$ cat config.mk
export PLATFORM = sky130hd
export DESIGN_NAME = io_device_port
export DESIGN_NICKNAME = d
export VERILOG_FILES = /design/src/rtl/io_port_pkg.sv /design/src/rtl/io_byte_fifo.sv /design/src/rtl/io_device_port.sv
export SDC_FILE = /design/constraint.sdc
export NUM_CORES = 1
export LEC_CHECK = 0
export ABC_CLOCK_PERIOD_IN_PS = 2800
export CAP_MARGIN = 20
export CORE_MARGIN = 2
export CORE_UTILIZATION = 47
export CTS_BUF_LIST = sky130_fd_sc_hd__clkbuf_4
export DETAILED_ROUTE_END_ITERATION = 16
export GPL_ROUTABILITY_DRIVEN = 0
export HOLD_SLACK_MARGIN = 0.03
export PLACE_DENSITY_LB_ADDON = 0.3
export SLEW_MARGIN = 20
export SYNTH_ARGS = -nofsm -noshare
export SYNTH_HDL_FRONTEND = slang
export SYNTH_SLANG_ARGS = --single-unit
$ cat constraint.sdc
create_clock -name CLK -period 2.8 [get_ports CLK]
set_clock_uncertainty 0.15 [all_clocks]
set_input_delay 0.84 -clock CLK [delete_from_list [all_inputs] [get_ports CLK]]
set_output_delay 0.84 -clock CLK [all_outputs]
set_load 0.03 [all_outputs]
$ cat src/rtl/io_port_pkg.sv
// Shared constants and types for the I/O device port: bit positions in the CPU
// words, the RX presentation-register state, and the ioInput reset image.
package io_port_pkg;

    // Positions in ioOutput (CPU write) and ioInput (CPU read); 15/14 are the toggles in both.
    localparam int TX_TOG    = 15;
    localparam int ACK_TOG   = 14;
    localparam int LOOP      = 13;
    localparam int FULL      = 13;
    localparam int EMPTY     = 12;
    localparam int COUNT_MSB = 11;
    localparam int COUNT_LSB = 8;

    typedef enum logic {
        RX_EMPTY,
        RX_FULL
    } rx_state_e;

    localparam logic [15:0] IOIN_RESET = 16'h1000;

endpackage

$ cat src/rtl/io_byte_fifo.sv
// Show-ahead byte FIFO: head byte is visible whenever the FIFO is non-empty.
// DEPTH must be a power of two (2..8) so the pointers wrap naturally.
module io_byte_fifo #(
    parameter int DEPTH = 4
) (
    input  logic       clk,
    input  logic       rst_n,
    input  logic       i_push,
    input  logic [7:0] i_push_data,
    input  logic       i_pop,
    output logic [7:0] o_head,
    output logic [3:0] o_count,
    output logic       o_full,
    output logic       o_empty
);

    localparam int         AW      = (DEPTH > 1) ? $clog2(DEPTH) : 1;
    localparam logic [3:0] DEPTH_C = 4'(DEPTH);

    logic [7:0]    r_mem [DEPTH];
    logic [AW-1:0] r_wr_ptr;
    logic [AW-1:0] r_rd_ptr;
    logic [3:0]    r_count;
    logic          w_do_push;
    logic          w_do_pop;

    // A pop in the same cycle frees the slot the push needs.
    assign w_do_pop  = i_pop && !o_empty;
    assign w_do_push = i_push && (!o_full || w_do_pop);

    // NOTE: the byte storage carries no reset; the count alone decides what is valid.
    always_ff @(posedge clk) begin
        if (w_do_push) begin
            r_mem[r_wr_ptr] <= i_push_data;
        end
    end

    // NOTE: sequential state uses non-blocking assignments so every register samples pre-edge values.
    always_ff @(posedge clk) begin
        if (!rst_n) begin
            r_wr_ptr <= '0;
            r_rd_ptr <= '0;
            r_count  <= '0;
        end else begin
            if (w_do_push) r_wr_ptr <= r_wr_ptr + 1'b1;
            if (w_do_pop)  r_rd_ptr <= r_rd_ptr + 1'b1;
            unique case ({w_do_push, w_do_pop})
                2'b10:   r_count <= r_count + 1'b1;
                2'b01:   r_count <= r_count - 1'b1;
                default: r_count <= r_count;
            endcase
        end
    end

    assign o_head  = r_mem[r_rd_ptr];
    assign o_count = r_count;
    assign o_full  = (r_count == DEPTH_C);
    assign o_empty = (r_count == 4'd0);

endmodule

$ cat src/rtl/io_device_port.sv
// Device-side endpoint for the CPU's memory-mapped I/O word: toggle-flag CPU
// protocol to valid/ready byte streams. Optional loopback: IO_DEVICE_PORT_LOOPBACK_EN.
module io_device_port
    import io_port_pkg::*;
#(
    parameter int DEPTH = 4
) (
    input  logic        CLK,
    input  logic        reset,
    input  logic [15:0] ioOutput,
    output logic [15:0] ioInput,
    output logic [7:0]  dev_tx_data,
    output logic        dev_tx_valid,
    input  logic        dev_tx_ready,
    input  logic [7:0]  dev_rx_data,
    input  logic        dev_rx_valid,
    output logic        dev_rx_ready
);

    logic [15:0] r_io_q;
    logic        r_tx_seen;
    logic        r_tx_ack;
    logic        r_rx_seen;
    logic        r_rx_tog;
    logic [7:0]  r_rx_byte;
    rx_state_e   r_rx_state;

    logic        w_loop;
    logic        w_tx_pending;
    logic        w_tx_push;
    logic        w_tx_pop;
    logic        w_rx_load;
    logic [7:0]  w_rx_byte_in;
    logic [7:0]  w_head;
    logic [3:0]  w_count;
    logic        w_full;
    logic        w_empty;
    logic [15:0] w_io_in;
    logic        w_unused_io;

    always_ff @(posedge CLK) begin
        if (!reset) r_io_q <= '0;
        else        r_io_q <= ioOutput;
    end

    assign w_unused_io = ^r_io_q[LOOP:COUNT_LSB];

`ifdef IO_DEVICE_PORT_LOOPBACK_EN
    // In loopback the FIFO head feeds the RX register whenever it is free.
    assign w_loop       = r_io_q[LOOP];
    assign w_tx_pop     = reset && !w_empty && (w_loop ? (r_rx_state == RX_EMPTY) : dev_tx_ready);
    assign w_rx_load    = w_loop ? w_tx_pop : dev_rx_valid;
    assign w_rx_byte_in = w_loop ? w_head : dev_rx_data;
`else
    assign w_loop       = 1'b0;
    assign w_tx_pop     = reset && !w_empty && dev_tx_ready;
    assign w_rx_load    = dev_rx_valid;
    assign w_rx_byte_in = dev_rx_data;
`endif

    assign w_tx_pending = (r_io_q[TX_TOG] != r_tx_seen);
    assign w_tx_push    = reset && w_tx_pending && (!w_full || w_tx_pop);

    io_byte_fifo #(.DEPTH(DEPTH)) u_tx_fifo (
        .clk         (CLK),
        .rst_n       (reset),
        .i_push      (w_tx_push),
        .i_push_data (r_io_q[7:0]),
        .i_pop       (w_tx_pop),
        .o_head      (w_head),
        .o_count     (w_count),
        .o_full      (w_full),
        .o_empty     (w_empty)
    );

    // A withheld capture leaves tx_seen stale, so the toggle stays pending until space frees.
    always_ff @(posedge CLK) begin
        if (!reset) begin
            r_tx_seen <= 1'b0;
            r_tx_ack  <= IOIN_RESET[ACK_TOG];
        end else if (w_tx_push) begin
            r_tx_seen <= r_io_q[TX_TOG];
            r_tx_ack  <= ~r_tx_ack;
        end
    end

    always_ff @(posedge CLK) begin
        if (!reset) begin
            r_rx_state <= RX_EMPTY;
            r_rx_seen  <= 1'b0;
            r_rx_tog   <= IOIN_RESET[TX_TOG];
            r_rx_byte  <= IOIN_RESET[7:0];
        end else begin
            unique case (r_rx_state)
                RX_EMPTY: begin
                    if (w_rx_load) begin
                        r_rx_byte  <= w_rx_byte_in;
                        r_rx_tog   <= ~r_rx_tog;
                        r_rx_state <= RX_FULL;
                    end
                end
                RX_FULL: begin
                    if (r_io_q[ACK_TOG] != r_rx_seen) begin
                        r_rx_seen  <= r_io_q[ACK_TOG];
                        r_rx_state <= RX_EMPTY;
                    end
                end
                default: r_rx_state <= RX_EMPTY;
            endcase
        end
    end

    // NOTE: give every combinational output a default first so no path infers a latch.
    always_comb begin
        w_io_in                      = '0;
        w_io_in[TX_TOG]              = r_rx_tog;
        w_io_in[ACK_TOG]             = r_tx_ack;
        w_io_in[FULL]                = w_full;
        w_io_in[EMPTY]               = w_empty;
        w_io_in[COUNT_MSB:COUNT_LSB] = w_count;
        w_io_in[7:0]                 = r_rx_byte;
    end

    assign ioInput      = w_io_in;
    assign dev_tx_data  = w_head;
    assign dev_tx_valid = reset && !w_empty && !w_loop;
    assign dev_rx_ready = reset && (r_rx_state == RX_EMPTY) && !w_loop;

endmodule

# == After elaboration in Yosys (flattened, before gate mapping) ==
# Memories as Yosys holds them, arrays and structs flattened. A register that Yosys moved wholly into a read port is not among the register bits.
# Cells that the tools add are included.
# totals
reg_bits,37
latch_bits,0
ram_bits,32
romBits,0
in_bits,28
out_inout_bits,26
word_cells,46
n_memories,1
# memory_table
memory,words,word_bits,rd,rd_clocked_by_memory_dff,wr,line,text
u_tx_fifo.r_mem,4,8,1,1,1,io_byte_fifo.sv:20,logic [7:0] r_mem [DEPTH];
# op_classes
add_sub_neg,4
n_mul,0
n_div,0
magnitude_cmp,0
n_eq_ne,5
shifts,0
mux,8
bitwise_logic,3
n_reduce_logical,15
# ops
op,n
one-hot mux 4 bit (2 select lines),1
logical AND 1 bit,7
"adder 2 x 1 -> 2 bit, second input constant",2
"adder 4 x 1 -> 4 bit, second input constant",1
"equality test 4 x 3 -> 1 bit, second input constant",1
zero test 4 bit,1
two-way mux 1 bit,4
two-way mux 2 bit,2
AND reduction 2 bit,2
"subtractor 4 x 1 -> 4 bit, second input constant",1
inverter 1 bit,3
"equality test 2 x 1 -> 1 bit, second input constant",1
"equality test 2 bit, second input constant",1
zero test 1 bit,2
logical OR 1 bit,2
inequality test 1 bit,2
one-hot mux 1 bit (2 select lines),1
nonzero test 2 bit,1

# == Depth between registers and ports, before layout ==
# Gate-level depths: netlist of run 1.
# depth
ltp_word,9
mapped_depth,9
depth_no_buf,9

# == Modules after synthesis ==
# From an unflattened synthesis of run 1, not the netlist that was laid out.
# unflattened
hier_cells,196
area_unflattened_um2,2592.5
# by_module_without_submodules
mod,instances,cells_each,area_per_inst_um2,seq_area_each_um2
io_byte_fifo,1,108,1775.5,1161.1
io_device_port,1,88,817.0,460.4

# == Worst setup path before layout of run 1 ==
# No wires, ideal clock.
# synth_timing
path_type,input to register
start,input port dev_tx_ready
end,"register u_tx_fifo.r_count[3], in the netlist u_tx_fifo.o_count[3]"
setup_time_ns,0.072
t_arrival_ns,2.506
t_required_ns,2.578
slack_ns,0.073
stages,9
n_path_buf,0
path_cell_list,nand2_1 > a21oi_4 > nand2_1 > ha_1 > ha_1 > a21o_2 > a21oi_1 > mux2i_1 > mux2i_1
# synth_between
elab_chain_len,6
word_cells_on_any_way,10
cone_classes,eq/ne (2); mux (1); reduce/logical (7)
# synth_rtl
element,line,text
from (decl),io_device_port.sv:14,"input logic dev_tx_ready,"
logical AND 1 bit (*),io_device_port.sv:56,assign w_tx_pop = reset && !w_empty && dev_tx_ready;
logical OR 1 bit / logical AND 1 bit (equally long branches),"io_device_port.sv:62, io_byte_fifo.sv:28",
logical AND 1 bit / logical OR 1 bit (equally long branches),"io_device_port.sv:62, io_byte_fifo.sv:29",
logical AND 1 bit,io_byte_fifo.sv:29,assign w_do_push = i_push && (!o_full || w_do_pop);
equality test 2 x 1 -> 1 bit / equality test 2 bit (equally long branches),io_byte_fifo.sv:47,"unique case ({w_do_push, w_do_pop})"
one-hot mux 4 bit (2 select lines) / nonzero test 2 bit (equally long branches),--,
to (signal assigned),io_byte_fifo.sv:48,2'b10: r_count <= r_count + 1'b1;
to (signal assigned),io_byte_fifo.sv:49,2'b01: r_count <= r_count - 1'b1;
to (signal assigned),io_byte_fifo.sv:50,default: r_count <= r_count;
to (decl),io_byte_fifo.sv:23,logic [3:0] r_count;
# Mark *: on every way between the ends. The rest lies on a longest branch, timed or not.
# A chain may end at the register's enable or synchronous reset.

==> results.cfg, run 1 <==
[placement]
dp_hpwl_um = 3097
pre_cts_ws_ns = -0.4162
port_buffers = 47

[timing]
relSlewSlack_pct = 63.52
period_needed_ns = 2.723
hold_violations = 0
finalSetupViolCount = 0
layout_setup_ws_ns = 0.07684
rsz0062_at_grt = true
tightest_slew_ns = 0.5461
slew_viol_final = 0
fmax_mhz = 367.2
period_share_pct = 97.26

[power]
clkPwrFrac_pct = 35.4
seq_power_share_pct = 48.8
pwr-share-comb_pct = 15.8
switchingPower_uw = 535.2
p_per_area_mw_per_mm2 = 645.3
power_switching_share_pct = 24.30
power.internal_mw = 1.667
peakVddDrop_mv = 0.4283
leakagePower_nw = 1.292

[die]
ioPinCount = 54
dieArea_mm2 = 0.006058
core_mm2 = 0.005172
die_w_um = 77.84
rows = 26
start_util_pct = 49.54
die_y_um = 77.84

[finish]
fillers = 370
drive_above_1_share_pct = 24.71
final_nets = 286
diodes = 0
synthToLayoutAreaGrowth_pct = 33.20
layout_common_cells = 34 x clkdlybuf4s50_1, 33 x dfxtp_1, 32 x edfxtp_1
final_common_cell = clkdlybuf4s50_1
finish.utilization_pct = 65.99

[worst_setup_path]
required_ns = 1.81
path_max_fanout = 5
cp_slowest_stage_delay_ns = 0.50
path_cells = buf_4 -> mux4_2 -> clkdlybuf4s15_2
worstSetupEndpointType = output port
cp-start-kind = flip-flop
arrival_ns = 1.73
slowest_stage = mux4_2
worstSetupPathType = flip-flop to output port

[routing]
routed_via_density = 4.726
drtIter0Drc = 31
vias = 1536
first_pass_iters = 4
drcViolationCount = 0
ant_nets = 0
wl_per_cell_um = 13.73
drt_wl_total_um = 4462

[grt]
antenna_found_initial = 0
grt_pass1_wl_um = 7596
gr-total-overflow = 0
gr-usage-all-layers_pct = 16.60
grt_pass1_vias = 1621
grt_max_degree = 17

[synth]
synth_xor_area_share_pct = 2.734
syn-mean-instance-area_um2 = 13.63
yosysTopAreaCell = edfxtp_1
yosys-mux-area-fraction_pct = 8.594
syn_inst = 188
synth_compound_area_share_pct = 4.590
syn-num-nets = 224
synth_top_family_by_area = simple AND/OR/NAND/NOR gates
synthSimpleGateAreaFrac_pct = 13.43
yosysUniqueCellTypes = 28
synth_adder_area_share_pct = 4.199
yosys_warnings = 0
netlist.area_leader.share_pct = 37.50
seq_area_frac_synth_pct = 63.28
yosys-top-cells-area = edfxtp_1 38%, dfxtp_1 26%, mux4_2 7.0%
netlist_area_mm2 = 0.002562
synth_seq_cells = 65

[clocking]
ctsHoldBuffers = 0
clkLatencyLatePin_ns = 0.39
cts_tree = done
cts-root-buf = clkbuf_4
clkTransAtPathRegs_ns = 0.12
cts_buffers = 9
cts_buffer_depth = 2
htree_levels = 3
clock-sinks = 65

[hold_path]
hold_path.class = flip-flop to flip-flop

[outcome]
run_status = completed

[flow_run]
max_cap_viol_count = 0
[per-layer routing]
layer | global-route usage (%) | wire length (µm) | vias up
met5 | 0 | 0 | -
met4 | 5.357 | 13 | 0
met3 | 7.093 | 325 | 2
met2 | 27.67 | 2315 | 45
met1 | 19.25 | 1808 | 711
li1 | - | - | 778
[through the flow]
| stage | setup TNS, ns | instances | area, µm² | hold WS [ns] | power [mW] |
|---|---|---|---|---|---|
| global placement | -1.035 | 307 | 3171 | 0.2935 | 1.433 |
| detailed placement | -1.291 | 307 | 3171 | 0.3061 | 1.441 |
| global route | -0.02507 | 325 | 3413 | 0.3375 | 2.294 |
| finish | 0 | 325 | 3413 | 0.3177 | 2.202 |
| floorplan | 0 | 188 | 2562 | 0.2766 | 1.296 |
| CTS | 0 | 325 | 3415 | 0.3214 | 2.225 |
[Yosys cell counts]
cell type,number
buf_1,1
and2_1,18
fa_1,1
nor4b_4,1
a21oi_1,2
xnor2_1,5
nand3_1,2
and3_2,4
nor2_1,2
mux2i_1,4
nand2_1,26
o21ai_0,3
buf_4,4
dfxtp_1,33
mux4_2,8
ha_1,7
xor2_1,3
a21o_2,1
nand2b_1,2
inv_1,5
clkbuf_1,5
nor2_2,1
nor4_2,1
a21oi_4,1
nor2b_1,5
a21boi_0,9
buf_2,2
edfxtp_1,32
[logic make-up after synthesis]
group,count (synthesis)
xor gates and xnor gates,8
buffers and inverters,17
DFF,65
muxes,12
and+or+nand+nor,62
adders and majority gates,8
AOI/OAI and AO/OA,16
[layout make-up]
| cell class | count | area [µm²] | area share [%] |
|---|---|---|---|
| Inverter | 5 | 18.77 | 0.5499 |
| Timing Repair Buffer | 63 | 618.1 | 18.11 |
| Multi-Input combinational cell | 106 | 880.8 | 25.81 |
| Tap cell | 70 | 87.58 | 2.566 |
| Clock buffer | 9 | 67.56 | 1.979 |
| Sequential cell | 65 | 1622 | 47.51 |
| Clock inverter | 7 | 118.9 | 3.482 |
[path summary, 6_finish.rpt]
path              cells after the start              endpoint  slack [ns]                 start
hold / removal                        2          r_rx_byte[3]        0.32          r_rx_byte[3]
setup reg to reg                     10  u_tx_fifo.o_count[3]        0.28  u_tx_fifo.o_count[0]
setup / recovery                      3        dev_tx_data[2]        0.08             flip-flop
hold reg to reg                       2          r_rx_byte[3]        0.32          r_rx_byte[3]
[registers in the layout (all words and copies together), names as in the netlist, named ones only]
name	count
u_tx_fifo.r_mem	32
r_io_q	10
r_rx_byte	8
u_tx_fifo.o_count	4
u_tx_fifo.r_rd_ptr	2
u_tx_fifo.r_wr_ptr	2
r_rx_seen	1
r_rx_state	1
r_rx_tog	1
r_tx_ack	1
r_tx_seen	1
[power by group through the flow]
stage	sequential [mW]	combinational, mW	clock [mW]
floorplan	1.11	0.186	0
global placement	1.09	0.338	0
detailed placement	1.10	0.343	0
CTS	1.08	0.351	0.799
global route	1.08	0.379	0.832
finish	1.08	0.349	0.779
[what timing repair did]
item,4_1_cts,5_1_grt
gates cloned,1,0
endpoints found under the hold margin,0,0
pin swaps,0,1
gates resized for setup,27,7
setup buffers,1,0
endpoints found under the setup margin,12,4
[worst max-delay path: cells and delay by family, from the launching register on]
| kind | cells | cell delay (ns) |
|---|---|---|
| buffers and inverters | 2 | 0.47 |
| DFF | 1 | 0.37 |
| muxes | 1 | 0.50 |
No activity file was read; power rests on OpenSTA's default activity.
==> inputs of run 2 (changes only) <==
- CAP_MARGIN: 20 -> unset
- CORE_ASPECT_RATIO: unset -> 1.75
==> results.cfg, run 2 (same netlist as run 1, synthesis figures left out) <==
[outcome]
run_status = completed

[finish]
synthToLayoutAreaGrowth_pct = 26.32
largest_register_ffs = 32
top_regs = u_tx_fifo.r_mem (32), r_io_q (10), r_rx_byte (8)
final_nets = 284
regMostFlops = u_tx_fifo.r_mem
final_common_cell = clkdlybuf4s50_1
diodes = 0
drive_above_1_share_pct = 22.92
layout_common_cells = 34 x clkdlybuf4s50_1, 33 x dfxtp_1, 32 x edfxtp_1

[timing]
slew_viol_final = 0
rsz0062_at_grt = false
whs_ns = 0.3225
fmax_mhz = 375.9
period_share_pct = 95.01
relSlewSlack_pct = 60.38
finalSetupViolCount = 0
period_needed_ns = 2.660
tightest_slew_ns = 0.5930
hold_violations = 0

[routing]
vias = 1531
drtIter0Drc = 28
drcViolationCount = 0
wl_per_cell_um = 13.93
drt_wl_total_um = 4291
ant_nets = 0
routed_via_density = 4.971
first_pass_iters = 4

[flow_run]
max_cap_viol_count = 0

[worst_setup_path]
slowest_stage = clkdlybuf4s50_1
worstSetupPathType = flip-flop to output port
cp_slowest_stage_delay_ns = 0.67
path_buf_inv = 2
path_delay_family = buffers and inverters
path_cells = buf_4 -> clkdlybuf4s50_1
worstSetupEndpointType = output port
cp-start-kind = flip-flop
arrival_ns = 1.67
timing.rr.end = u_tx_fifo.o_count[3]
ff2ff_setup_slack_ns = 0.39
required_ns = 1.81
path_max_fanout = 4
timing.rr.start = u_tx_fifo.o_count[1]
rr_worst_depth = 10

[grt]
grt_pass1_vias = 1506
grt_pass1_wl_um = 6851
grt_max_degree = 26
gr-total-overflow = 0
antenna_found_initial = 0
gr-usage-all-layers_pct = 15.80

[clocking]
ctsHoldBuffers = 0
clock-sinks = 65
cts-root-buf = clkbuf_4
cts_buffer_depth = 2
clkTransAtPathRegs_ns = 0.11
clkLatencyLatePin_ns = 0.39
cts_buffers = 9
cts_tree = done
htree_levels = 3

[power]
total_power_mw = 1.917
peakVddDrop_mv = 0.4228
leakagePower_nw = 1.235
p_per_area_mw_per_mm2 = 592.3

[placement]
port_buffers = 47
dp_hpwl_um = 3025

[die]
die_y_um = 101.7
rows = 35
core_mm2 = 0.005255
die_w_um = 59.82
start_util_pct = 48.76
dieArea_mm2 = 0.006082
ioPinCount = 54

[hold_path]
hold_start = r_rx_byte[4]
whs_path_depth = 2
hold_path.class = flip-flop to flip-flop
holdPathEnd = r_rx_byte[4]
[run 2: layout make-up]
type                    count  area (µm²)
clock buffers               9       67.56
clock inverters             7       46.29
fillers                   441        2018
multi-input cells         106       870.8
well taps                  55       68.82
inverters                   5       18.77
repair buffers             61       543.0
flip-flops and latches     65        1622
[run 2: where the power goes]
part / leakage [nW] / switching (mW) / internal [mW]
Combinational: 0.609 / 0.169 / 0.159
Clock: 0.0597 / 0.338 / 0.180
Sequential: 0.566 / 0.0305 / 1.04
[run 2: worst min-delay path, cell delays in order (launching register included)]
cell and delay (ns):
dfxtp_1 0.33, nand2_1 0.05, a21boi_0 0.06
[run 2: stage by stage]
stage	std cells	utilization (%)	setup slack [ns]	TNS, ns	cell area (µm²)
floorplan	188	-	0.07254	0	2562
global placement	292	59.74	-0.2867	-0.9838	3139
detailed placement	292	59.74	-0.3290	-1.072	3139
CTS	308	62.12	0.003746	0	3264
global route	308	61.60	0.03099	0	3237
finish	308	61.60	0.1397	0	3237
[run 2: per-layer routing]
layer  wire length (µm)  track usage (%)  part of all wire [%]  vias to the layer above
met1               1749            17.30                    41                      718
met2               2247            26.00                    52                       31
met5                  0                0                     0                        -
met4                134            10.26                   3.1                        0
met3                159            4.342                   3.7                       13
li1                   -                -                     -                      769
[run 2: worst max-delay path by stage]
stage	cells past startpoint	slack (ns)	from	to
floorplan	9	0.07	dev_tx_ready	u_tx_fifo.o_count[3]
global placement	10	-0.29	reset	u_tx_fifo.o_count[3]
detailed placement	10	-0.33	reset	u_tx_fifo.o_count[3]
CTS	3	0.004	flip-flop	dev_tx_data[0]
global route	10	0.03	dev_tx_ready	u_tx_fifo.o_count[3]
finish	2	0.14	u_tx_fifo.o_count[0]	ioInput[8]
[run 2: what timing repair did]
action	in CTS	in global routing
resized for setup	18	16
gates cloned	0	0
setup endpoints to repair	12	9
buffers inserted	1	0
==> inputs of run 3 (changes only) <==
- GPL_TIMING_DRIVEN: unset -> 0
- TNS_END_PERCENT: unset -> 10
==> results.cfg, run 3 (same netlist as run 1, synthesis figures left out) <==
[routing]
drcViolationCount = 0
drt_wl_total_um = 4287
ant_nets = 0
wl_per_cell_um = 13.96
first_pass_iters = 4
dr_wl_met3_um = 170
routed_via_density = 4.974
dr_wl_met2_um = 2342
drtIter0Drc = 47
vias = 1527
met1_length_um = 1698
top_layer = met4

[worst_setup_path]
ff2ff_setup_slack_ns = 0.29
required_ns = 2.97
worstSetupPathType = primary input to flip-flop
cp-start-kind = primary input
rr_worst_depth = 10
worstSetupEndpointType = flip-flop
arrival_ns = 2.88
path_max_fanout = 4

[clocking]
clock-sinks = 65
cts_buffer_depth = 2
cts-root-buf = clkbuf_4
clkTransAtPathRegs_ns = 0.10
cts_buffers = 9
ctsHoldBuffers = 0
htree_levels = 3
clkLatencyLatePin_ns = 0.38
cts_tree = done

[power]
total_power_mw = 1.903
leakagePower_nw = 1.212
p_per_area_mw_per_mm2 = 590.1
peakVddDrop_mv = 0.3842

[finish]
final_nets = 283
final_common_cell = clkdlybuf4s50_1
diodes = 0
drive_above_1_share_pct = 23.02
instances_no_fill = 307
layout_common_cells = 34 x clkdlybuf4s50_1, 33 x dfxtp_1, 32 x edfxtp_1
top_regs = u_tx_fifo.r_mem (32), r_io_q (10), r_rx_byte (8)
largest_register_ffs = 32
regMostFlops = u_tx_fifo.r_mem
synthToLayoutAreaGrowth_pct = 25.88

[die]
start_util_pct = 48.76
core_mm2 = 0.005255
die_y_um = 101.7
ioPinCount = 54
rows = 35
dieArea_mm2 = 0.006082
die_w_um = 59.82

[grt]
grt_pass1_wl_um = 6982
grt_pass1_vias = 1490
gr-total-overflow = 0
gr-usage-all-layers_pct = 15.89
grt_max_degree = 13
antenna_found_initial = 0

[timing]
period_needed_ns = 2.711
hold_violations = 0
rsz0062_at_grt = false
relSlewSlack_pct = 71.62
slew_viol_final = 0
period_share_pct = 96.83
finalSetupViolCount = 0
tightest_slew_ns = 0.4251
fin_setup_tns_ns = 0
fmax_mhz = 368.8

[hold_path]
whs_path_depth = 1
hold_path.class = flip-flop to flip-flop

[placement]
port_buffers = 47
dp_cells = 290
dp_hpwl_um = 3100

[flow_run]
max_cap_viol_count = 0

[outcome]
run_status = completed
[run 3: layer usage]
layer	track usage [%]	vias to the layer above
met2	27.68	31
met3	5.364	8
met5	0	-
li1	-	765
met4	6.154	0
met1	17.26	723
[run 3: where the power goes]
group | leakage, nW | switching [mW] | total [mW] | internal, mW
Combinational | 0.584 | 0.166 | 0.323 | 0.157
Sequential | 0.566 | 0.0338 | 1.07 | 1.04
Clock | 0.0617 | 0.326 | 0.506 | 0.180
Total | 1.21 | 0.526 | 1.90 | 1.38
[run 3: area by class of cell]
cell class / count / area [µm²]
clock buffers: 9 / 67.56
well taps: 55 / 68.82
repair buffers: 49 / 454.2
flip-flops and latches: 65 / 1622
plain buffers: 11 / 70.07
inverters: 5 / 18.77
multi-input cells: 106 / 877.1
clock inverters: 7 / 47.55
fillers: 444 / 2029
[run 3: through the flow]
step / setup WS (ns) / cell area [µm²] / hold WS [ns] / utilization, %
final: 0.08878 / 3226 / 0.3173 / 61.38
after global routing: 0.01027 / 3226 / 0.3387 / 61.38
after CTS: 0.00007894 / 3234 / 0.3213 / 61.55
after detailed placement: -0.7838 / 3102 / 0.3049 / 59.02
after global placement: -0.7799 / 3102 / 0.2975 / 59.02
after floorplan: 0.07254 / 2562 / 0.2766 / -
[run 3: timing repair]
item,CTS,global route
pin swaps,2,0
setup endpoints to repair,13,7
buffers inserted,2,0
gates resized for setup,38,8
[run 3: worst paths after layout]
path / from / endpoint
max reg2reg: u_tx_fifo.o_count[0] / u_tx_fifo.o_count[3]
min reg2reg: u_tx_fifo.r_rd_ptr[1] / u_tx_fifo.r_rd_ptr[1]
max: dev_tx_ready / u_tx_fifo.o_count[3]
min: u_tx_fifo.r_rd_ptr[1] / u_tx_fifo.r_rd_ptr[1]
[run 3: critical path, stage by stage]
cell,delay [ns]
clkdlybuf4s50_1,0.47
nand2_2,0.10
a21oi_4,0.17
nand2_1,0.07
ha_2,0.20
ha_1,0.27
a21o_2,0.22
a21oi_2,0.14
mux2i_1,0.22
mux2i_1,0.18
